File: src/rtl/lcd_pkg.sv
// Shared types and constants for the HD44780-style display responder.
package lcd_pkg;

    typedef enum logic [1:0] {
        ST_IDLE  = 2'd0,
        ST_EXEC  = 2'd1,
        ST_CLEAR = 2'd2,
        ST_WAIT  = 2'd3
    } lcd_state_t;

    // Instruction opcodes; the highest set bit selects the instruction.
    localparam logic [7:0] OP_CLR   = 8'h01;
    localparam logic [7:0] OP_HOME  = 8'h02;
    localparam logic [7:0] OP_ENTRY = 8'h04;
    localparam logic [7:0] OP_DISP  = 8'h08;
    localparam logic [7:0] OP_SHIFT = 8'h10;
    localparam logic [7:0] OP_FUNC  = 8'h20;
    localparam logic [7:0] OP_CGRAM = 8'h40;
    localparam logic [7:0] OP_DDRAM = 8'h80;

    localparam logic [6:0] LINE1_BASE = 7'h00;
    localparam logic [6:0] LINE2_BASE = 7'h40;
    localparam logic [6:0] LINE1_LAST = 7'h27;
    localparam logic [6:0] LINE2_LAST = 7'h67;
    localparam logic [5:0] LINE_LEN   = 6'h28;
    localparam logic [7:0] SPACE      = 8'h20;

    // Address lies inside one of the two 40-column DDRAM lines.
    function automatic logic addr_valid(input logic [6:0] a);
        return (a[5:0] < LINE_LEN);
    endfunction

    // Address lies in the 16 columns held by the frame buffer.
    function automatic logic addr_visible(input logic [6:0] a);
        return (a[5:4] == 2'b00);
    endfunction

endpackage

File: src/rtl/lcd_addr_step.sv
// Next DDRAM address for a single cursor step, including line wrap.
module lcd_addr_step
    import lcd_pkg::*;
(
    input  logic [6:0] addr,
    input  logic       inc,
    output logic [6:0] next_addr
);

    // Step one column; invalid addresses snap to the nearest line start.
    always_comb begin
        next_addr = addr;
        if (!addr_valid(addr)) begin
            next_addr = addr[6] ? LINE1_BASE : LINE2_BASE;
        end else if (inc) begin
            if (addr[5:0] == 6'h27) begin
                next_addr = addr[6] ? LINE1_BASE : LINE2_BASE;
            end else begin
                next_addr = addr + 7'd1;
            end
        end else begin
            if (addr[5:0] == 6'h00) begin
                next_addr = addr[6] ? LINE1_LAST : LINE2_LAST;
            end else begin
                next_addr = addr - 7'd1;
            end
        end
    end

endmodule

File: src/rtl/lcd_hd44780_responder.sv
// Display-controller side of the 8-bit HD44780 bus: decodes transfers,
// keeps a 2x16 frame buffer, address counter and busy flag.
module lcd_hd44780_responder
    import lcd_pkg::*;
#(
    parameter int BUSY_SHORT = 960,
    parameter int BUSY_LONG  = 39360
) (
    input  logic       CLK,
    input  logic       RST,
    input  logic       LCD_RS,
    input  logic       LCD_RW,
    input  logic       LCD_E,
    input  logic [7:0] LCD_DB,
    output logic [7:0] LCD_DB_OUT,
    output logic       LCD_DB_OE,
    input  logic [4:0] RD_ADDR,
    output logic [7:0] RD_DATA,
    output logic [6:0] ADDR,
    output logic       BUSY,
    output logic       DISP_ON,
    output logic       CURSOR_ON,
    output logic       BLINK_ON,
    output logic       INC_MODE,
    output logic       SHIFT_MODE,
    output logic       FUNC_8BIT,
    output logic       FUNC_2LINE,
    output logic       INIT_DONE,
    output logic       CHAR_STB,
    output logic       CMD_LOST,
    output logic       ERR_STB
);

    // Counter reloads: EXEC and the final zero-count WAIT cycle make up the other two.
    localparam logic [15:0] SHORT_LOAD = 16'(BUSY_SHORT - 2);
    localparam logic [15:0] LONG_LOAD  = 16'(BUSY_LONG - 2);

    logic       e_m_r, e_s_r, e_d_r, rs_m_r, rs_s_r, rs_d_r, rw_m_r, rw_s_r, rw_d_r;
    logic [7:0] db_m_r, db_s_r, db_d_r;
    logic       rise_s, fall_s, step_inc_s;
    logic [6:0] step_addr_s;

    lcd_state_t  state_r, state_n;
    logic [7:0]  cmd_r, cmd_n;
    logic        cmd_rs_r, cmd_rs_n;
    logic [15:0] cnt_r, cnt_n;
    logic [4:0]  clr_idx_r, clr_idx_n;
    logic [6:0]  addr_r, addr_n;
    logic [1:0]  fs_cnt_r, fs_cnt_n;
    logic        disp_r, disp_n, cursor_r, cursor_n, blink_r, blink_n;
    logic        inc_r, inc_n, shift_r, shift_n, dl_r, dl_n, n2_r, n2_n;
    logic        init_r, init_n, char_r, char_n, lost_r, lost_n, err_r, err_n;
    logic        oe_r, oe_n, busy_r;
    logic [7:0]  db_out_r, rd_data_r;
    logic [7:0]  mem_r [32];
    logic        mem_we_s;
    logic [4:0]  mem_idx_s;
    logic [7:0]  mem_wd_s;

    assign rise_s     = e_s_r & ~e_d_r;
    assign fall_s     = e_d_r & ~e_s_r;
    assign step_inc_s = cmd_rs_r ? inc_r : cmd_r[2];

    lcd_addr_step u_step (
        .addr      (addr_r),
        .inc       (step_inc_s),
        .next_addr (step_addr_s)
    );

    // Two-flop synchronizer plus one extra stage for edge detection.
    always_ff @(posedge CLK or posedge RST) begin
        if (RST) begin
            {e_m_r, e_s_r, e_d_r}    <= 3'b000;
            {rs_m_r, rs_s_r, rs_d_r} <= 3'b000;
            {rw_m_r, rw_s_r, rw_d_r} <= 3'b000;
            db_m_r <= 8'h00;
            db_s_r <= 8'h00;
            db_d_r <= 8'h00;
        end else begin
            {e_m_r, e_s_r, e_d_r}    <= {LCD_E, e_m_r, e_s_r};
            {rs_m_r, rs_s_r, rs_d_r} <= {LCD_RS, rs_m_r, rs_s_r};
            {rw_m_r, rw_s_r, rw_d_r} <= {LCD_RW, rw_m_r, rw_s_r};
            db_m_r <= LCD_DB;
            db_s_r <= db_m_r;
            db_d_r <= db_s_r;
        end
    end

    // Next-state, instruction effects and strobe decode.
    always_comb begin
        state_n = state_r;   cmd_n = cmd_r;     cmd_rs_n = cmd_rs_r;
        cnt_n = cnt_r;       clr_idx_n = clr_idx_r; addr_n = addr_r;
        fs_cnt_n = fs_cnt_r; disp_n = disp_r;   cursor_n = cursor_r;
        blink_n = blink_r;   inc_n = inc_r;     shift_n = shift_r;
        dl_n = dl_r;         n2_n = n2_r;       init_n = init_r;
        char_n = 1'b0;       lost_n = 1'b0;     err_n = 1'b0;
        oe_n = oe_r;
        mem_we_s = 1'b0;     mem_idx_s = 5'd0;  mem_wd_s = SPACE;

        if (rise_s && rw_s_r && !rs_s_r) begin
            oe_n = 1'b1;
        end else if (fall_s) begin
            oe_n = 1'b0;
        end else begin
            oe_n = oe_r;
        end
        if (fall_s && rw_d_r && rs_d_r) begin
            err_n = 1'b1;
        end else begin
            err_n = 1'b0;
        end
        if (fall_s && !rw_d_r && (state_r != ST_IDLE)) begin
            lost_n = 1'b1;
        end else begin
            lost_n = 1'b0;
        end

        case (state_r)
            ST_IDLE: begin
                if (fall_s && !rw_d_r) begin
                    state_n  = ST_EXEC;
                    cmd_n    = db_d_r;
                    cmd_rs_n = rs_d_r;
                end else begin
                    state_n = ST_IDLE;
                end
            end
            ST_EXEC: begin
                state_n   = ST_WAIT;
                cnt_n     = SHORT_LOAD;
                clr_idx_n = 5'd0;
                if (cmd_rs_r) begin
                    if (addr_visible(addr_r)) begin
                        mem_we_s  = 1'b1;
                        mem_idx_s = {addr_r[6], addr_r[3:0]};
                        mem_wd_s  = cmd_r;
                        char_n    = 1'b1;
                    end else begin
                        mem_we_s = 1'b0;
                    end
                    addr_n = step_addr_s;
                end else begin
                    fs_cnt_n = 2'd0;
                    if ((cmd_r & OP_DDRAM) != 8'h00) begin
                        addr_n = cmd_r[6:0];
                        if (!addr_valid(cmd_r[6:0])) begin
                            err_n = 1'b1;
                        end else begin
                            addr_n = cmd_r[6:0];
                        end
                    end else if ((cmd_r & OP_CGRAM) != 8'h00) begin
                        err_n = 1'b1;
                    end else if ((cmd_r & OP_FUNC) != 8'h00) begin
                        dl_n = cmd_r[4];
                        n2_n = cmd_r[3];
                        if (fs_cnt_r == 2'd3) begin
                            fs_cnt_n = 2'd3;
                        end else begin
                            fs_cnt_n = fs_cnt_r + 2'd1;
                        end
                        if (fs_cnt_r >= 2'd2) begin
                            init_n = 1'b1;
                        end else begin
                            init_n = init_r;
                        end
                    end else if ((cmd_r & OP_SHIFT) != 8'h00) begin
                        if (!cmd_r[3]) begin
                            addr_n = step_addr_s;
                        end else begin
                            addr_n = addr_r;
                        end
                    end else if ((cmd_r & OP_DISP) != 8'h00) begin
                        disp_n   = cmd_r[2];
                        cursor_n = cmd_r[1];
                        blink_n  = cmd_r[0];
                    end else if ((cmd_r & OP_ENTRY) != 8'h00) begin
                        inc_n   = cmd_r[1];
                        shift_n = cmd_r[0];
                    end else if ((cmd_r & OP_HOME) != 8'h00) begin
                        addr_n = LINE1_BASE;
                        cnt_n  = LONG_LOAD;
                    end else if ((cmd_r & OP_CLR) != 8'h00) begin
                        state_n = ST_CLEAR;
                        addr_n  = LINE1_BASE;
                        inc_n   = 1'b1;
                        cnt_n   = LONG_LOAD;
                    end else begin
                        state_n = ST_WAIT;
                    end
                end
            end
            ST_CLEAR: begin
                mem_we_s  = 1'b1;
                mem_idx_s = clr_idx_r;
                mem_wd_s  = SPACE;
                cnt_n     = cnt_r - 16'd1;
                clr_idx_n = clr_idx_r + 5'd1;
                if (clr_idx_r == 5'd31) begin
                    state_n = ST_WAIT;
                end else begin
                    state_n = ST_CLEAR;
                end
            end
            ST_WAIT: begin
                if (cnt_r == 16'd0) begin
                    state_n = ST_IDLE;
                end else begin
                    cnt_n   = cnt_r - 16'd1;
                    state_n = ST_WAIT;
                end
            end
            default: begin
                state_n = ST_IDLE;
            end
        endcase
    end

    // Control state and registered outputs.
    always_ff @(posedge CLK or posedge RST) begin
        if (RST) begin
            state_r <= ST_IDLE;  cmd_r <= 8'h00;    cmd_rs_r <= 1'b0;
            cnt_r <= 16'd0;      clr_idx_r <= 5'd0; addr_r <= 7'h00;
            fs_cnt_r <= 2'd0;    disp_r <= 1'b0;    cursor_r <= 1'b0;
            blink_r <= 1'b0;     inc_r <= 1'b1;     shift_r <= 1'b0;
            dl_r <= 1'b1;        n2_r <= 1'b0;      init_r <= 1'b0;
            char_r <= 1'b0;      lost_r <= 1'b0;    err_r <= 1'b0;
            oe_r <= 1'b0;        busy_r <= 1'b0;    db_out_r <= 8'h00;
        end else begin
            state_r <= state_n;  cmd_r <= cmd_n;    cmd_rs_r <= cmd_rs_n;
            cnt_r <= cnt_n;      clr_idx_r <= clr_idx_n; addr_r <= addr_n;
            fs_cnt_r <= fs_cnt_n; disp_r <= disp_n; cursor_r <= cursor_n;
            blink_r <= blink_n;  inc_r <= inc_n;    shift_r <= shift_n;
            dl_r <= dl_n;        n2_r <= n2_n;      init_r <= init_n;
            char_r <= char_n;    lost_r <= lost_n;  err_r <= err_n;
            oe_r <= oe_n;
            busy_r <= (state_n != ST_IDLE);
            db_out_r <= oe_n ? {(state_n != ST_IDLE), addr_n} : 8'h00;
        end
    end

    // Frame buffer; reset fills it with spaces so an aborted clear leaves no residue.
    always_ff @(posedge CLK or posedge RST) begin
        if (RST) begin
            for (int i = 0; i < 32; i++) begin
                mem_r[i] <= SPACE;
            end
        end else if (mem_we_s) begin
            mem_r[mem_idx_s] <= mem_wd_s;
        end else begin
            mem_r[mem_idx_s] <= mem_r[mem_idx_s];
        end
    end

    // Synchronous buffer read port; a same-cycle write is not forwarded.
    always_ff @(posedge CLK or posedge RST) begin
        if (RST) begin
            rd_data_r <= 8'h00;
        end else begin
            rd_data_r <= mem_r[RD_ADDR];
        end
    end

    assign LCD_DB_OUT = db_out_r;
    assign LCD_DB_OE  = oe_r;
    assign RD_DATA    = rd_data_r;
    assign ADDR       = addr_r;
    assign BUSY       = busy_r;
    assign DISP_ON    = disp_r;
    assign CURSOR_ON  = cursor_r;
    assign BLINK_ON   = blink_r;
    assign INC_MODE   = inc_r;
    assign SHIFT_MODE = shift_r;
    assign FUNC_8BIT  = dl_r;
    assign FUNC_2LINE = n2_r;
    assign INIT_DONE  = init_r;
    assign CHAR_STB   = char_r;
    assign CMD_LOST   = lost_r;
    assign ERR_STB    = err_r;

endmodule

File: config.mk
export PLATFORM = sky130hd
export DESIGN_NAME = lcd_hd44780_responder
export DESIGN_NICKNAME = d
export VERILOG_FILES = /design/src/rtl/lcd_pkg.sv /design/src/rtl/lcd_addr_step.sv /design/src/rtl/lcd_hd44780_responder.sv
export SDC_FILE = /design/constraint.sdc
export NUM_CORES = 1
export LEC_CHECK = 0
export CAP_MARGIN = 15
export CORE_MARGIN = 3
export CORE_UTILIZATION = 65
export DETAILED_ROUTE_END_ITERATION = 16
export GPL_TIMING_DRIVEN = 0
export PLACE_DENSITY = 0.84
export SYNTH_ARGS = -nofsm -noshare
export SYNTH_HDL_FRONTEND = slang
export SYNTH_SLANG_ARGS = --single-unit
export TNS_END_PERCENT = 50
File: constraint.sdc
create_clock -name CLK -period 26 [get_ports CLK]
set_clock_uncertainty 0.2 [all_clocks]
set_input_delay 5.2 -clock CLK [delete_from_list [all_inputs] [get_ports CLK]]
set_output_delay 5.2 -clock CLK [all_outputs]
set_load 0.02 [all_outputs]
# After elaboration in Yosys (flattened, before gate mapping)
# Index checks and enable logic that the tools add are counted.
[word_totals] latchBits=0 mem_bits_rw=0 elab_cells=204 input_bits=18 ff_bits=359 output_inout_bits=36 mem_bits_ro=0 mem_count=0
[op_classes] reduce_logical=26 mux=81 n_div=0 n_eq_ne=8 bitwise=12 shift=0 magnitude_cmp=6 n_mul=0 n_addsub=5
[ops] cell="$bwmux 256" n=2
[ops] cell="$mux 256" n=1
[ops] cell="$mux 16" n=10
[ops] cell="$mux 7" n=17
[ops] cell="$bmux 8 s5" n=2
[ops] cell="$mux 8" n=9
[ops] cell="$pmux 16 s3" n=1
[ops] cell="$demux 8 s5" n=1
[ops] cell="$mux 1" n=27
[ops] cell="$pmux 5 s2" n=2
[ops] cell="$logic_not 16->1" n=1
[ops] cell="$sub 16x1->16 const B" n=1
[ops] cell="$ge 6x6->1 const B" n=2
[ops] cell="$lt 6x6->1 const B" n=2
[ops] cell="$not 5->6" n=2
[ops] cell="$mux 2" n=5
[ops] cell="$mux 5" n=2
[ops] cell="$reduce_and 9->1" n=1
[ops] cell="$not 1->1" n=8
[ops] cell="$pmux 2 s4" n=1
[ops] cell="$reduce_and 8->1" n=1
[ops] cell="$reduce_bool 2->1" n=4
[ops] cell="$add 7x1->7 const B" n=1
[ops] cell="$logic_and 1x1->1" n=7
[ops] cell="other kinds (21)" n=28

# Longest topological paths before layout
[depth] depth_word=12 depth_mapped=16 depth_no_buf=10

# Modules after synthesis
# From an unflattened synthesis, not the netlist that was laid out.
[unflattened] cells_unflattened=1209 area_unflattened_um2=16831.1
[modules_own_cells] mod="lcd_hd44780_responder" seq_area_each_um2=9026.2 cells_each=1154 n_inst=1 area_each_um2=16455.8
[modules_own_cells] mod="lcd_addr_step" seq_area_each_um2=0.0 cells_each=55 n_inst=1 area_each_um2=375.4

# Worst setup path after synthesis
# No wires, ideal clock.
[synth_timing] path_type="input -> register" start="input RD_ADDR[1]" end="register rd_data_r[7] (netlist: RD_DATA[7])" n_path_buf=3 required_ns=25.675 stages=6 t_arrival_ns=7.360 setup_ns=0.125 setup_slack_ns=18.315 cell_sequence="clkbuf_1 clkbuf_1 buf_1 mux4_2 mux4_2 mux2_2"
[synth_via] elab_chain_cells=4
[synth_rtl] element="from (decl)" line="lcd_hd44780_responder.sv:17" source="input logic [4:0] RD_ADDR,"
[synth_rtl] element="$not 5->6 (not written as such)" line="lcd_hd44780_responder.sv:259" source="rd_data_r <= mem_r[RD_ADDR];"
[synth_rtl] element="$bmux 8 s5" line="lcd_hd44780_responder.sv:259"
[synth_rtl] element="$mux 8 (not written as such) (2 in series)" line="lcd_hd44780_responder.sv:259"
[synth_rtl] element="to (signal assigned)" line="lcd_hd44780_responder.sv:259"
[synth_rtl] element="to (decl)" line="lcd_hd44780_responder.sv:54" source="logic [7:0] db_out_r, rd_data_r;"
# Every way passes these cells. The select of a mux whose other input is x is not followed.
# A chain may end at the register's enable or synchronous reset.

# Final worst setup path
[layout_timing] start="input RD_ADDR[1]" end="register rd_data_r[0] (netlist: RD_DATA[0])"
# Same word-level chain as after synthesis.

==> results.toml <==
[clock_network]
path_clk_slew_ns = 0.06
clock-sinks = 359
cts_tree = "built"
ctsHoldBuffers = 0
numCtsBuffers = 37
clockBufferDepth = 3
root_buffer = "clkbuf_16"
ctsResizeCount = 0
cts_setup_buffers = 0
htree_levels = 2
clock_latency_ns = 0.52

[yosys]
yosys_warnings = 0
synth.avg_cell_area_um2 = 10.9
synthArstFlopShare_pct = 100
synth_ff_type = "dfrtp_1"
ys_types = 76
synth_nets = 1563
synthesis.area_um2 = 16700
synthCells = 1535
ys_seq_elements = 359
synth_seq_area_share_pct = 54.0
synth_edf_count = 0

[timing]
hold_ws_ns = 0.145
rsz0062_at_grt = "false"
min_period_over_period_pct = 31.3
finalCriticalPeriod_ns = 8.15
max-slew-margin-rel_pct = 26.3
setup_tns_ns = 0
hold_viol = 0
fmax_mhz = 123
slew_viol_final = 0
setup_viol = 0
max_slew.worst_pin.slew_ns = 1.11

[place]
place_area_um2 = 17700
dp_cells = 1915
io_buffer_count = 48
hpwlAfterDp_um = 33400
place_congestion = 1.02

[detailed_routing]
ant_nets = 0
first_iter_violations = 1994
met3_length_um = 5190
highest_layer = "met5"
wl_met2_um = 22200
drt-pass1-iter-count = 6
wl_per_cell_um = 24.3
wl_met1_um = 18700
post-route-drc-count = 0
vias_per_cell = 6.67
vias = 13245
wirelength_um = 48200

[die]
start_util_pct = 66.2
io_pins = 54
std_cell_rows = 58
die_w_um = 166
core_area_um2 = 25300
die_h_um = 166
dieArea_um2 = 27700

[hold_path]
hold_end = "db_d_r[7]"
hp-class = "flop to flop"
min_from = "db_s_r[7]"
holdPathStages = 0

[flow_run]
maxCapViolCount = 0

[run_status]
status = "finished, final reports clean"

[grt]
overflow = 0
antenna_found_initial = 2
grt_pass1_vias = 13306
grt_max_degree = 141
grt_usage_pct = 35.3
grt_pass1_wl_um = 76300

[finish]
layout.cells.non_filler = 1985
drive_gt1_share_pct = 16.1
finish.instance_area_um2 = 18900
nNetsFinal = 1654
areaGrowthSynthToFinish_pct = 13.3

[critical_path]
rrSetupSlack_ns = 21.96
r2r-start = "state_r[1]"
required_ns = 26.21
r2r-end = "mem_r[155]"
cp.arrival_ns = 8.36
critPathCaptureType = "flop"
cp-start-kind = "input pin"
critPathMaxFanout = 10
reg2regPathDepth = 14
worstSetupPathType = "input pin to flop"

[power_and_ir_drop]
ir_worst_vdd_mv = 0.0574
power_density_nw_per_um2 = 78.6
p_leak_uw = 0.00798
## layout make-up
type                    instances  area [um2]
flip-flops and latches        359        9030
multi-input cells            1038        7070
fillers                      1637        6330
clock buffers                  59        1140
repair buffers                 52         552
plain buffers                 118         537
well taps                     330         413
clock inverters                 8         105
inverters                      20        82.6
diodes                          1        2.50
## worst max-delay path, cell delays in order
cell and delay [ns]:
clkbuf_1 0.54, clkbuf_1 0.58, buf_1 0.70, mux4_2 0.49
mux4_2 0.55, mux2_2 0.29
## per-layer routing
layer	up-vias	GRT usage, %
li1	5631	-
met1	6680	49.1
met2	754	53.8
met3	176	10.1
met4	4	13.8
met5	-	0
## placed cells by master (no fill, tap or decap), types with 6 or more instances in the layout
cell,n
clkbuf_16,38
xnor2_1,6
inv_1,18
ha_1,10
nor2_1,92
a21oi_1,90
dfrtp_1,325
o21ai_0,219
clkdlybuf4s50_1,48
clkbuf_1,79
mux4_2,80
dfstp_2,34
mux2i_1,38
nand3_1,18
mux2_2,44
buf_1,16
clkbuf_8,11
nand2_1,280
buf_2,23
a31oi_1,10
and2_1,15
or3_1,6
nor3_1,14
## through the flow
| step | utilization (%) | worst slack (ns) | total power, uW |
|---|---|---|---|
| finish | 75.0 | 17.85 | 1490 |
| global route | 74.9 | 17.79 | 1540 |
| CTS | 74.9 | 17.88 | 1480 |
| detailed placement | 69.9 | 17.39 | 944 |
| global placement | 69.7 | 6.95 | 933 |
| floorplan | - | 10.69 | 831 |
## synthesized netlist by cell type, types with 14 or more instances
library cell,instances,share of area [%]
nor2_1,92,2.1
buf_1,16,0.36
nand3_1,18,0.54
nor3_1,14,0.42
mux2_2,44,3.0
dfrtp_1,325,49
mux4_2,80,11
and2_1,15,0.56
clkbuf_1,69,1.6
o21ai_0,219,6.6
mux2i_1,38,2.3
buf_2,23,0.69
a21oi_1,90,2.7
dfstp_2,34,5.3
nand2_1,280,6.3
inv_1,19,0.43
## report_power, final
part	internal, uW	leakage, uW	switching, uW
Clock	321	0.000614	220
Combinational	110	0.00266	190
Sequential	607	0.00471	39.5
Total	1040	0.00798	449
## flip-flops by register name (all words and copies together) (netlist names), 2 cells and up
name and flops:
db_d_r 8, cmd_r 8, clr_idx_r 5, ADDR 7, RD_DATA 8, cnt_r 16
LCD_DB_OUT 8, db_s_r 8, fs_cnt_r 2, db_m_r 8, mem_r 256, state_r 2
## how the worst max path moves through the flow
stage                           from         end  slack [ns]  cells after the start
after floorplan                  RST     ADDR[0]       10.69                      1
after global placement           RST  mem_r[114]        6.95                      2
after detailed placement  RD_ADDR[1]  RD_DATA[0]       17.39                      6
after CTS                 RD_ADDR[1]  RD_DATA[0]       17.88                      6
after global routing      RD_ADDR[1]  RD_DATA[0]       17.79                      6
final                     RD_ADDR[1]  RD_DATA[0]       17.85                      6
## cells by family (layout without fill, tap and decap cells)
logic type	Yosys count	count (layout)	share of synthesized area [%]
fa+ha+maj	10	10	0.749
xor+xnor	10	10	0.524
simple gates	472	472	12.2
compound gates	384	384	12.8
other cells	0	1	0
flops	359	359	54.0
mux	162	162	16.0
buf+inv	138	257	3.66
No activity file was read; power rests on OpenSTA's default activity.
